`config.mk`:
```
export PLATFORM = sky130hd
export DESIGN_NAME = memb_loader_flat
export DESIGN_NICKNAME = d
export VERILOG_FILES = /design/src/rtl/memb_loader_pkg.sv /design/src/rtl/memb_loader_if.sv /design/src/rtl/memb_bank.sv /design/src/rtl/memb_loader.sv /design/src/flat_wrapper.sv
export SDC_FILE = /design/constraint.sdc
export NUM_CORES = 1
export LEC_CHECK = 0
export ABC_AREA = 0
export CORE_MARGIN = 2
export CORE_UTILIZATION = 35
export CTS_CLUSTER_SIZE = 28
export DETAILED_ROUTE_END_ITERATION = 6
export PLACE_DENSITY_LB_ADDON = 0.08
export SKIP_CTS_REPAIR_TIMING = 1
export SLEW_MARGIN = 20
export SYNTH_ARGS = -nofsm -noshare
export SYNTH_HDL_FRONTEND = slang
export SYNTH_SLANG_ARGS = --single-unit
```
`constraint.sdc`:
```
create_clock -name clk -period 10.6 [get_ports clk]
set_input_delay 2.12 -clock clk [delete_from_list [all_inputs] [get_ports clk]]
set_output_delay 2.12 -clock clk [all_outputs]
set_load 0.1 [all_outputs]
```
`src/rtl/memb_loader_pkg.sv`:
```
// Shared types and sizing helpers for the B-operand tile loader.
package memb_loader_pkg;

  typedef enum logic [1:0] {
    ST_IDLE   = 2'd0,
    ST_STREAM = 2'd1,
    ST_FLUSH  = 2'd2
  } state_e;

  // Zero rows needed to push the last real row through the deepest skew FIFO.
  function automatic int flush_len(input int dim);
    return 2 * dim - 1;
  endfunction

  function automatic int row_w(input int dim);
    return (dim > 1) ? $clog2(dim) : 1;
  endfunction

endpackage

```
`src/rtl/memb_loader_if.sv`:
```
// Row-input handshake and skewed-FIFO feed between the loader and its neighbours.
interface memb_loader_if #(
  parameter int BITS_AB = 8,
  parameter int DIM     = 8
);
  logic                      in_valid;
  logic                      in_ready;
  logic signed [BITS_AB-1:0] in_row [DIM];
  logic signed [BITS_AB-1:0] b_out  [DIM];
  logic                      b_en;
  logic                      tile_start;
  logic                      drained;

  modport master (
    output in_valid, in_row,
    input  in_ready, b_out, b_en, tile_start, drained
  );

  modport slave (
    input  in_valid, in_row,
    output in_ready, b_out, b_en, tile_start, drained
  );
endinterface

```
`src/rtl/memb_bank.sv`:
```
// DIM x DIM tile store: one full row written per edge, one row read combinationally.
module memb_bank
  import memb_loader_pkg::*;
#(
  parameter int BITS_AB = 8,
  parameter int DIM     = 8
) (
  input  logic                       clk,
  input  logic                       i_we,
  input  logic [row_w(DIM)-1:0]      i_wr_row,
  input  logic signed [BITS_AB-1:0]  i_wr_data [DIM],
  input  logic [row_w(DIM)-1:0]      i_rd_row,
  output logic signed [BITS_AB-1:0]  o_rd_data [DIM]
);
  logic signed [BITS_AB-1:0] r_mem [DIM][DIM];

  always_ff @(posedge clk) begin
    if (i_we) begin
      for (int i = 0; i < DIM; i++) begin
        r_mem[i_wr_row][i] <= i_wr_data[i];
      end
    end
  end

  always_comb begin
    for (int i = 0; i < DIM; i++) begin
      o_rd_data[i] = r_mem[i_rd_row][i];
    end
  end
endmodule

```
`src/rtl/memb_loader.sv`:
```
// Ping-pong B tile loader: fills one bank while streaming the other into the skewed B FIFOs.
//   state     | meaning
//   ST_IDLE   | b_en low, waiting for a full bank
//   ST_STREAM | b_out holds row rd_row of the read bank
//   ST_FLUSH  | b_en high with zero rows until the skew FIFOs have emptied
module memb_loader
  import memb_loader_pkg::*;
#(
  parameter int BITS_AB = 8,
  parameter int DIM     = 8
) (
  input  logic         clk,
  input  logic         rst,
  memb_loader_if.slave bus
);
  localparam int ROW_W = row_w(DIM);
  localparam int CNT_W = $clog2(flush_len(DIM) + 1);
  localparam logic [ROW_W-1:0] LAST_ROW     = ROW_W'(DIM - 1);
  localparam logic [CNT_W-1:0] FLUSH_RELOAD = CNT_W'(flush_len(DIM) - 1);

  state_e                    r_state, w_state_nxt;
  logic [1:0]                r_full, w_set_full, w_clr_full;
  logic                      r_fill_bank, r_rd_bank;
  logic [ROW_W-1:0]          r_wr_row, r_rd_row, w_rd_row_nxt;
  logic [CNT_W-1:0]          r_flush_cnt, w_flush_cnt_nxt;
  logic                      w_in_ready, w_accept, w_fill_done, w_rd_avail, w_bypass;
  logic                      w_emit, w_release, w_we0, w_we1;
  logic                      w_b_en_nxt, w_tile_nxt, w_drained_nxt;
  logic                      r_b_en, r_tile_start, r_drained;
  logic signed [BITS_AB-1:0] w_rd0 [DIM];
  logic signed [BITS_AB-1:0] w_rd1 [DIM];
  logic signed [BITS_AB-1:0] w_rd_data [DIM];
  logic signed [BITS_AB-1:0] r_b_out [DIM];

  assign w_in_ready  = ~r_full[r_fill_bank];
  assign w_accept    = bus.in_valid & w_in_ready;
  assign w_fill_done = w_accept && (r_wr_row == LAST_ROW);
  assign w_we0       = w_accept && (r_fill_bank == 1'b0);
  assign w_we1       = w_accept && (r_fill_bank == 1'b1);
  // A bank completing this edge counts as full now, so row 0 leaves on the same edge.
  assign w_rd_avail  = r_full[r_rd_bank] || (w_fill_done && (r_fill_bank == r_rd_bank));
  assign w_bypass    = w_fill_done && (r_fill_bank == r_rd_bank) && (r_rd_row == r_wr_row);

  memb_bank #(.BITS_AB(BITS_AB), .DIM(DIM)) u_bank0 (
    .clk       (clk),
    .i_we      (w_we0),
    .i_wr_row  (r_wr_row),
    .i_wr_data (bus.in_row),
    .i_rd_row  (r_rd_row),
    .o_rd_data (w_rd0)
  );

  memb_bank #(.BITS_AB(BITS_AB), .DIM(DIM)) u_bank1 (
    .clk       (clk),
    .i_we      (w_we1),
    .i_wr_row  (r_wr_row),
    .i_wr_data (bus.in_row),
    .i_rd_row  (r_rd_row),
    .o_rd_data (w_rd1)
  );

  always_comb begin
    for (int i = 0; i < DIM; i++) begin
      w_rd_data[i] = w_bypass ? bus.in_row[i] : (r_rd_bank ? w_rd1[i] : w_rd0[i]);
    end
  end

  always_ff @(posedge clk) begin
    if (rst) r_state <= ST_IDLE;
    else     r_state <= w_state_nxt;
  end

  always_comb begin
    w_state_nxt     = r_state;
    w_b_en_nxt      = 1'b0;
    w_tile_nxt      = 1'b0;
    w_drained_nxt   = 1'b0;
    w_emit          = 1'b0;
    w_release       = 1'b0;
    w_rd_row_nxt    = r_rd_row;
    w_flush_cnt_nxt = r_flush_cnt;
    if (w_rd_avail) begin
      w_state_nxt = ST_STREAM;
      w_emit      = 1'b1;
      w_b_en_nxt  = 1'b1;
      w_tile_nxt  = (r_rd_row == '0);
      if (r_rd_row == LAST_ROW) begin
        w_release    = 1'b1;
        w_rd_row_nxt = '0;
      end else begin
        w_rd_row_nxt = r_rd_row + ROW_W'(1);
      end
    end else begin
      case (r_state)
        ST_STREAM: begin
          w_state_nxt     = ST_FLUSH;
          w_b_en_nxt      = 1'b1;
          w_flush_cnt_nxt = FLUSH_RELOAD;
        end
        ST_FLUSH: begin
          if (r_flush_cnt == '0) begin
            w_state_nxt   = ST_IDLE;
            w_drained_nxt = 1'b1;
          end else begin
            w_b_en_nxt      = 1'b1;
            w_flush_cnt_nxt = r_flush_cnt - CNT_W'(1);
          end
        end
        default: ;
      endcase
    end
  end

  always_comb begin
    w_set_full = '0;
    w_clr_full = '0;
    if (w_fill_done) w_set_full[r_fill_bank] = 1'b1;
    if (w_release)   w_clr_full[r_rd_bank]   = 1'b1;
  end

  always_ff @(posedge clk) begin
    if (rst) begin
      r_full       <= '0;
      r_fill_bank  <= 1'b0;
      r_rd_bank    <= 1'b0;
      r_wr_row     <= '0;
      r_rd_row     <= '0;
      r_flush_cnt  <= '0;
      r_b_en       <= 1'b0;
      r_tile_start <= 1'b0;
      r_drained    <= 1'b0;
      for (int i = 0; i < DIM; i++) r_b_out[i] <= '0;
    end else begin
      // Set and clear target different banks except when DIM is 1, where clear wins.
      r_full <= (r_full | w_set_full) & ~w_clr_full;
      if (w_accept)    r_wr_row    <= w_fill_done ? '0 : r_wr_row + ROW_W'(1);
      if (w_fill_done) r_fill_bank <= ~r_fill_bank;
      if (w_release)   r_rd_bank   <= ~r_rd_bank;
      r_rd_row     <= w_rd_row_nxt;
      r_flush_cnt  <= w_flush_cnt_nxt;
      r_b_en       <= w_b_en_nxt;
      r_tile_start <= w_tile_nxt;
      r_drained    <= w_drained_nxt;
      for (int i = 0; i < DIM; i++) r_b_out[i] <= w_emit ? w_rd_data[i] : '0;
    end
  end

  assign bus.in_ready   = w_in_ready;
  assign bus.b_out      = r_b_out;
  assign bus.b_en       = r_b_en;
  assign bus.tile_start = r_tile_start;
  assign bus.drained    = r_drained;
endmodule

```
`src/flat_wrapper.sv`:
```
// flat-port wrapper written by rule: the top's interface ports become plain ports
module memb_loader_flat import memb_loader_pkg::*;
#(
  parameter int BITS_AB = 8,
  parameter int DIM     = 8
)
  (clk, rst, bus_in_valid, bus_in_row, bus_in_ready, bus_b_out, bus_b_en, bus_tile_start, bus_drained);
  memb_loader_if #(.BITS_AB(BITS_AB), .DIM(DIM)) bus_i ();
  input  logic clk;
  input  logic rst;
  input wire logic [$bits(bus_i.in_valid)-1:0] bus_in_valid;
  input wire logic [$bits(bus_i.in_row)-1:0] bus_in_row;
  output wire logic [$bits(bus_i.in_ready)-1:0] bus_in_ready;
  output wire logic [$bits(bus_i.b_out)-1:0] bus_b_out;
  output wire logic [$bits(bus_i.b_en)-1:0] bus_b_en;
  output wire logic [$bits(bus_i.tile_start)-1:0] bus_tile_start;
  output wire logic [$bits(bus_i.drained)-1:0] bus_drained;
  assign bus_i.in_valid = bus_in_valid;
  assign bus_i.in_row = {>>{bus_in_row}};
  assign bus_in_ready = bus_i.in_ready;
  assign bus_b_out = {>>{bus_i.b_out}};
  assign bus_b_en = bus_i.b_en;
  assign bus_tile_start = bus_i.tile_start;
  assign bus_drained = bus_i.drained;
  memb_loader #(.BITS_AB(BITS_AB), .DIM(DIM)) u_core (.clk(clk), .rst(rst), .bus(bus_i));
endmodule
```
==> impl_metrics.env <==
export IMPL_synth_seq_cells=1110
export IMPL_p_leak_nw=14.75
export IMPL_yosys_warnings=0
export IMPL_io_buffers=134
export IMPL_path_clk_slew_ps=60
export IMPL_place_inst=3436
export IMPL_crit_slowest_cell="clkdlybuf4s50_1"
export IMPL_num_rows=125
export IMPL_crit_path_cell_trace="mux2i_1 -> clkdlybuf4s50_1"
export IMPL_slowest_delay_ps=1200
export IMPL_yosysTopAreaCell="edfxtp_1"
export IMPL_grt_pass1_wl_um=143700
export IMPL_hold_path_class="register to register"
export IMPL_skew_ps=26.40
export IMPL_slew_violations=0
export IMPL_cts_htree_levels=3
export IMPL_critical_path_top_delay_family="buffers and inverters"
export IMPL_coreArea_um2=116500
export IMPL_n_antenna_cell=0
export IMPL_start_util=0.3539
export IMPL_ys_async_sr_fraction=0
export IMPL_path_buf_inv=1
export IMPL_outcome="completed"
export IMPL_powerDensity_nw_per_um2=187.0
export IMPL_worst_pin_slew_ps=1127
export IMPL_drcViolationCount=0
export IMPL_report_final_setup_viol=0
export IMPL_endpoint_kind="output port"
export IMPL_synth_top_cell_area_share=0.7457
export IMPL_dp_hpwl_um=50520
export IMPL_grt_max_degree=145
export IMPL_finalHoldViolCount=0
export IMPL_synth_area_um2=41240
export IMPL_ant_nets=0
export IMPL_cts_sinks=1110
export IMPL_routedWlPerCell_um=26.56
export IMPL_crit_fanout=7
export IMPL_cts_buffers=121
export IMPL_critical_path_class="register to output port"
export IMPL_critPathRequiredTime_ps=8480
export IMPL_synth_nets=1922
export IMPL_postSynthAreaPerCell_um2=22.33
export IMPL_grt_antenna_before_repair=0
export IMPL_cts_tree="done"
export IMPL_grtUsageTotal=0.1623
export IMPL_synth_cells=1847
export IMPL_synth_main_ff_cell="edfxtp_1"
export IMPL_fillers=10131
export IMPL_maxCapViolCount=0
export IMPL_yosysMostFrequentCell="edfxtp_1"
export IMPL_synth_cell_types=44
export IMPL_clockBufferDepth=3
export IMPL_hold_worst_slack_ps=479.0
export IMPL_io_pins=135
export IMPL_vias=18982
export IMPL_cts_root_buf="clkbuf_16"
export IMPL_peakVddDrop_mv=0.1324
export IMPL_synth_edff_count=1024
export IMPL_ys_top_cells_by_area="edfxtp_1, mux4_2, dfxtp_1"
export IMPL_die_height_um=347.3
export IMPL_synth_common_cells="edfxtp_1, mux4_2, a22oi_1, dfxtp_1, nand2_1"
export IMPL_grt_pass1_vias=20981
export IMPL_drtIter0Drc=1378
export IMPL_wl_met3_um=3026
export IMPL_viasPerCell=5.184
export IMPL_wl_met1_um=42250
export IMPL_period_share=0.4652
export IMPL_met2WireLength_um=49940
export IMPL_min_period_ps=4931
export IMPL_arrival_ps=2810
export IMPL_final_cells=3662
export IMPL_die_x_um=347.3
export IMPL_max_freq_mhz=202.8
export IMPL_dr_max_layer_used="met4"
export IMPL_postRouteWirelength_um=97250
export IMPL_cp_start_kind="register"
export IMPL_setup_tns_final_ps=0
export IMPL_final_nets=2110
export IMPL_gp_congestion=0.7121
export IMPL_slew_headroom=0.2484
export IMPL_dr_pass1_iters=7
export IMPL_clk_latency_ps=710
export IMPL_overflow=0
export IMPL_utilization=0.4140
export IMPL_drive_above_1_share=0.2278
export IMPL_syn_to_final_growth_pct=16.98
export IMPL_rsz0062_at_grt="false"
export IMPL_die_area_um2=120600
export IMPL_seq_area_frac_synth=0.7874
==> flip-flops by register name, summed over array words and instances, names as in the netlist, 2 cells and up, named ones only <==
name	count
u_core.r_state	2
u_core.r_flush_cnt	4
u_core.r_rd_row	3
u_core.u_bank0.r_mem	512
u_core.r_wr_row	3
u_core.u_bank1.r_mem	512
u_core.bus.b_out	64
u_core.r_full	2
==> placed cells by master, fill, tap and decap left out, types with 4 or more instances in the layout <==
cell	count
edfxtp_1	1024
mux4_2	256
clkdlybuf4s50_1	134
a22oi_1	128
clkbuf_16	122
dfxtp_1	84
nand2_1	78
a22o_1	64
clkbuf_1	39
buf_4	33
clkinv_1	22
clkinv_2	13
a21oi_1	11
clkbuf_8	11
inv_1	10
nor2_1	9
nor3_2	8
ha_1	8
nor2_4	7
bufinv_16	6
inv_6	5
xor2_1	4
or3_1	4
clkinv_4	4
==> worst paths after layout <==
| kind | from | endpoint | slack, ps | cells after the start |
|---|---|---|---|---|
| hold / removal | u_core.r_flush_cnt[0] | u_core.r_flush_cnt[0] | 480 | 2 |
| setup / recovery | u_core.r_fill_bank | bus_in_ready | 5670 | 2 |
| hold reg to reg | u_core.r_flush_cnt[0] | u_core.r_flush_cnt[0] | 480 | 2 |
| setup reg to reg | register | u_core.bus.b_out[26] | 6880 | 6 |
==> power breakdown <==
| part | leakage, nW | switching, W | internal (W) |
|---|---|---|---|
| Sequential | 9.95 | 0.0000101 | 0.00482 |
| Clock | 1.85 | 0.00168 | 0.00234 |
| Combinational | 2.95 | 0.000117 | 0.0000561 |
==> cell type report <==
| cell class | count | area, um2 | share of cell area |
|---|---|---|---|
| well taps | 1524 | 1907 | 0.03953 |
| multi-input cells | 620 | 8346 | 0.1730 |
| inverters | 10 | 37.54 | 0.0007781 |
| flip-flops and latches | 1110 | 32480 | 0.6733 |
| clock inverters | 54 | 457.9 | 0.009493 |
| clock buffers | 172 | 3351 | 0.06946 |
| repair buffers | 172 | 1663 | 0.03447 |
==> kinds of logic after synthesis <==
group / synth area share
fa+ha+maj: 0.002427
flops: 0.7874
buf+inv: 0.01329
compound gates: 0.04072
xor+xnor: 0.001062
mux: 0.1403
simple gates: 0.01478
==> worst reg2reg max path, stage by stage, from the launching register on <==
cell	delay, ps
dfxtp_4	860
buf_12	790
buf_6	770
mux4_2	450
a22oi_1	420
nand2_1	130
a22o_1	190
==> stage by stage <==
stage          setup WS, ps  area, um2  power [W]
3_5_place_dp           5069      44420   0.005107
2_1_floorplan          1516      41240   0.004986
6_report               5669      48240   0.009021
5_1_grt                5521      48240   0.009332
4_1_cts                5552      48230   0.009151
3_3_place_gp           5082      44420   0.005099
==> per-layer routing <==
layer / vias to the layer above / track usage
li1: 8228 / -
met1: 10277 / 0.2129
met2: 341 / 0.2829
met3: 136 / 0.02389
met4: 0 / 0.04135
met5: - / 0
(Power assumes the default switching activity.)
==> patch, RTL diff (same settings) <==
`BITS_AB` is set to 8 in 4 places; all go to 10.
--- a/src/rtl/memb_loader_if.sv
+++ b/src/rtl/memb_loader_if.sv
@@ -1,6 +1,6 @@
 // Row-input handshake and skewed-FIFO feed between the loader and its neighbours.
 interface memb_loader_if #(
-  parameter int BITS_AB = 8,
+  parameter int BITS_AB = 10,
   parameter int DIM     = 8
 );
   logic                      in_valid;
--- a/src/rtl/memb_bank.sv
+++ b/src/rtl/memb_bank.sv
@@ -2,7 +2,7 @@
 module memb_bank
   import memb_loader_pkg::*;
 #(
-  parameter int BITS_AB = 8,
+  parameter int BITS_AB = 10,
   parameter int DIM     = 8
 ) (
   input  logic                       clk,
--- a/src/rtl/memb_loader.sv
+++ b/src/rtl/memb_loader.sv
@@ -6,7 +6,7 @@
 module memb_loader
   import memb_loader_pkg::*;
 #(
-  parameter int BITS_AB = 8,
+  parameter int BITS_AB = 10,
   parameter int DIM     = 8
 ) (
   input  logic         clk,
--- a/src/flat_wrapper.sv
+++ b/src/flat_wrapper.sv
@@ -1,7 +1,7 @@
 // flat-port wrapper written by rule: the top's interface ports become plain ports
 module memb_loader_flat import memb_loader_pkg::*;
 #(
-  parameter int BITS_AB = 8,
+  parameter int BITS_AB = 10,
   parameter int DIM     = 8
 )
   (clk, rst, bus_in_valid, bus_in_row, bus_in_ready, bus_b_out, bus_b_en, bus_tile_start, bus_drained);
Interface: changed (resized bus_b_out and bus_in_row); port bits go from 135 to 167. No check against the original RTL was run, so the function may have changed too.
==> patch against the unedited design <==
Non-clock buffer count increased by 51; area after synthesis increased by 25%; die area increased by 25%; global-route usage increased by 1.4 points; routed wire length increased by 36%; utilization increased by 0.092 points; worst setup slack got worse by 0.062 ns; power increased by 26%; register-to-register slack got worse by 0.29 ns; first-iteration DRC count increased by 30%; clock power increased by 27%; design area increased by 26%; sequential cell count increased by 272; critical path type unchanged; largest cell class unchanged; highest routed layer is now met5.
==> patch: results (changes against the unedited design) <==
Filler cells 12.7k (+26%); final WL 132000 um (+36%); largest net degree at the start of global routing 117 (-19%); GPL Wtd Cong 0.718 (+0.76%); input/output buffers 166 (+24%); Least-Margin Pin Slew 1.07 ns (-0.0584 ns); Post-DP Area 55700 sq um (+25%); first-pass GRT wire length 192000 um (+33%); LEAKAGE 18.7 nW (+27%); EDFF count, synth 1280 (+25%); Syn Nets 2533 (+32%); number of global-route vias before repair 26.2k (+25%); CTS H-tree depth 4 (+1); post-synthesis sequential area ratio 78.5% (-0.28 points); Starting DRT DRC Count 1796 (+30%); initial antenna violation count 8 (+8); CP Data Arrival Time 2.87 ns (+0.06 ns); top area cells in the synthesized netlist edfxtp_1 (75%), mux4_2 (14%), dfxtp_1 (4.0%); Clock Latency Late Sink 0.77 ns (+0.06 ns); Clock Skew 0.0245 ns (-0.00194 ns); layout cells sized above 1 21.9% (-0.85 points); number of buffers created by CTS 152 (+26%); Avg Vias per Cell 5.26 (+1.6%); Yosys cell types 40 (-9.1%); DP HPWL 72200 um (+43%); Layout Nets 2770 (+31%); All-Layer GR Usage 17.6% (+1.4 points); status finished clean; VDD IR max 0.000109 V (-18%); most common library cells after synthesis edfxtp_1 (1280), mux4_2 (320), a22oi_1 (160), dfxtp_1 (102), nand2_1 (94); DRT Pass-1 Iters 5 (-2)
-- patch: path summary, 6_finish.rpt --
kind / startpoint / endpoint / slack [ns] / cells past startpoint
worst max-delay path: u_core.r_fill_bank / bus_in_ready / 5.61 / 2
worst min-delay path: u_core.r_flush_cnt[1] / u_core.r_flush_cnt[1] / 0.51 / 2
worst max register to register: flip-flop / u_core.bus.b_out[74] / 6.59 / 7
worst min register to register: u_core.r_flush_cnt[1] / u_core.r_flush_cnt[1] / 0.51 / 2
-- patch: logic make-up after synthesis --
group           synth area share (%)
flops                           78.5
mux                             14.0
compound gates                  3.41
buf+inv                         1.78
simple gates                    2.05
fa+ha+maj                      0.194
xor+xnor                      0.0849
-- patch: area by class of cell --
type	count	area (sq um)	share of cell area, %
antenna	3	7.51	0.0124
clock buffer	220	4200	6.94
clock inverter	60	623	1.03
inverter	91	342	0.564
multi-input combinational	829	10300	17.1
sequential	1382	40500	66.9
tap	1917	2400	3.96
timing repair buffer	223	2140	3.54
-- patch: critical path, delay by kind of cell, from the launching register on --
family / cells / cell delay (ns)
flops: 1 / 0.48
mux: 1 / 0.41
buf+inv: 1 / 1.21
-- patch: metal layers --
layer	vias to the layer above	routed length (um)	track usage, %
met1	13500	60700	25.1
met5	-	12	0
met2	597	62800	28.0
li1	10600	-	-
met3	160	6210	3.26
met4	2	2200	4.15
-- patch: power by group --
group | internal, mW | switching [mW] | leakage [nW]
clock | 2.94 | 2.14 | 2.35
sequential | 6.01 | 0.0129 | 12.4
combinational | 0.0710 | 0.162 | 3.97
total | 9.02 | 2.31 | 18.7
-- patch: metrics by stage --
stage | power [mW] | std cells | setup WS [ns] | util, % | hold WS [ns]
floorplan | 6.21 | 2442 | 1.96 | - | 0.455
global placement | 6.37 | 4440 | 5.11 | 38.1 | 0.469
detailed placement | 6.38 | 4442 | 5.13 | 38.2 | 0.498
CTS | 11.5 | 4722 | 5.47 | 41.5 | 0.509
global route | 11.7 | 4722 | 5.41 | 41.5 | 0.541
finish | 11.3 | 4725 | 5.61 | 41.5 | 0.510
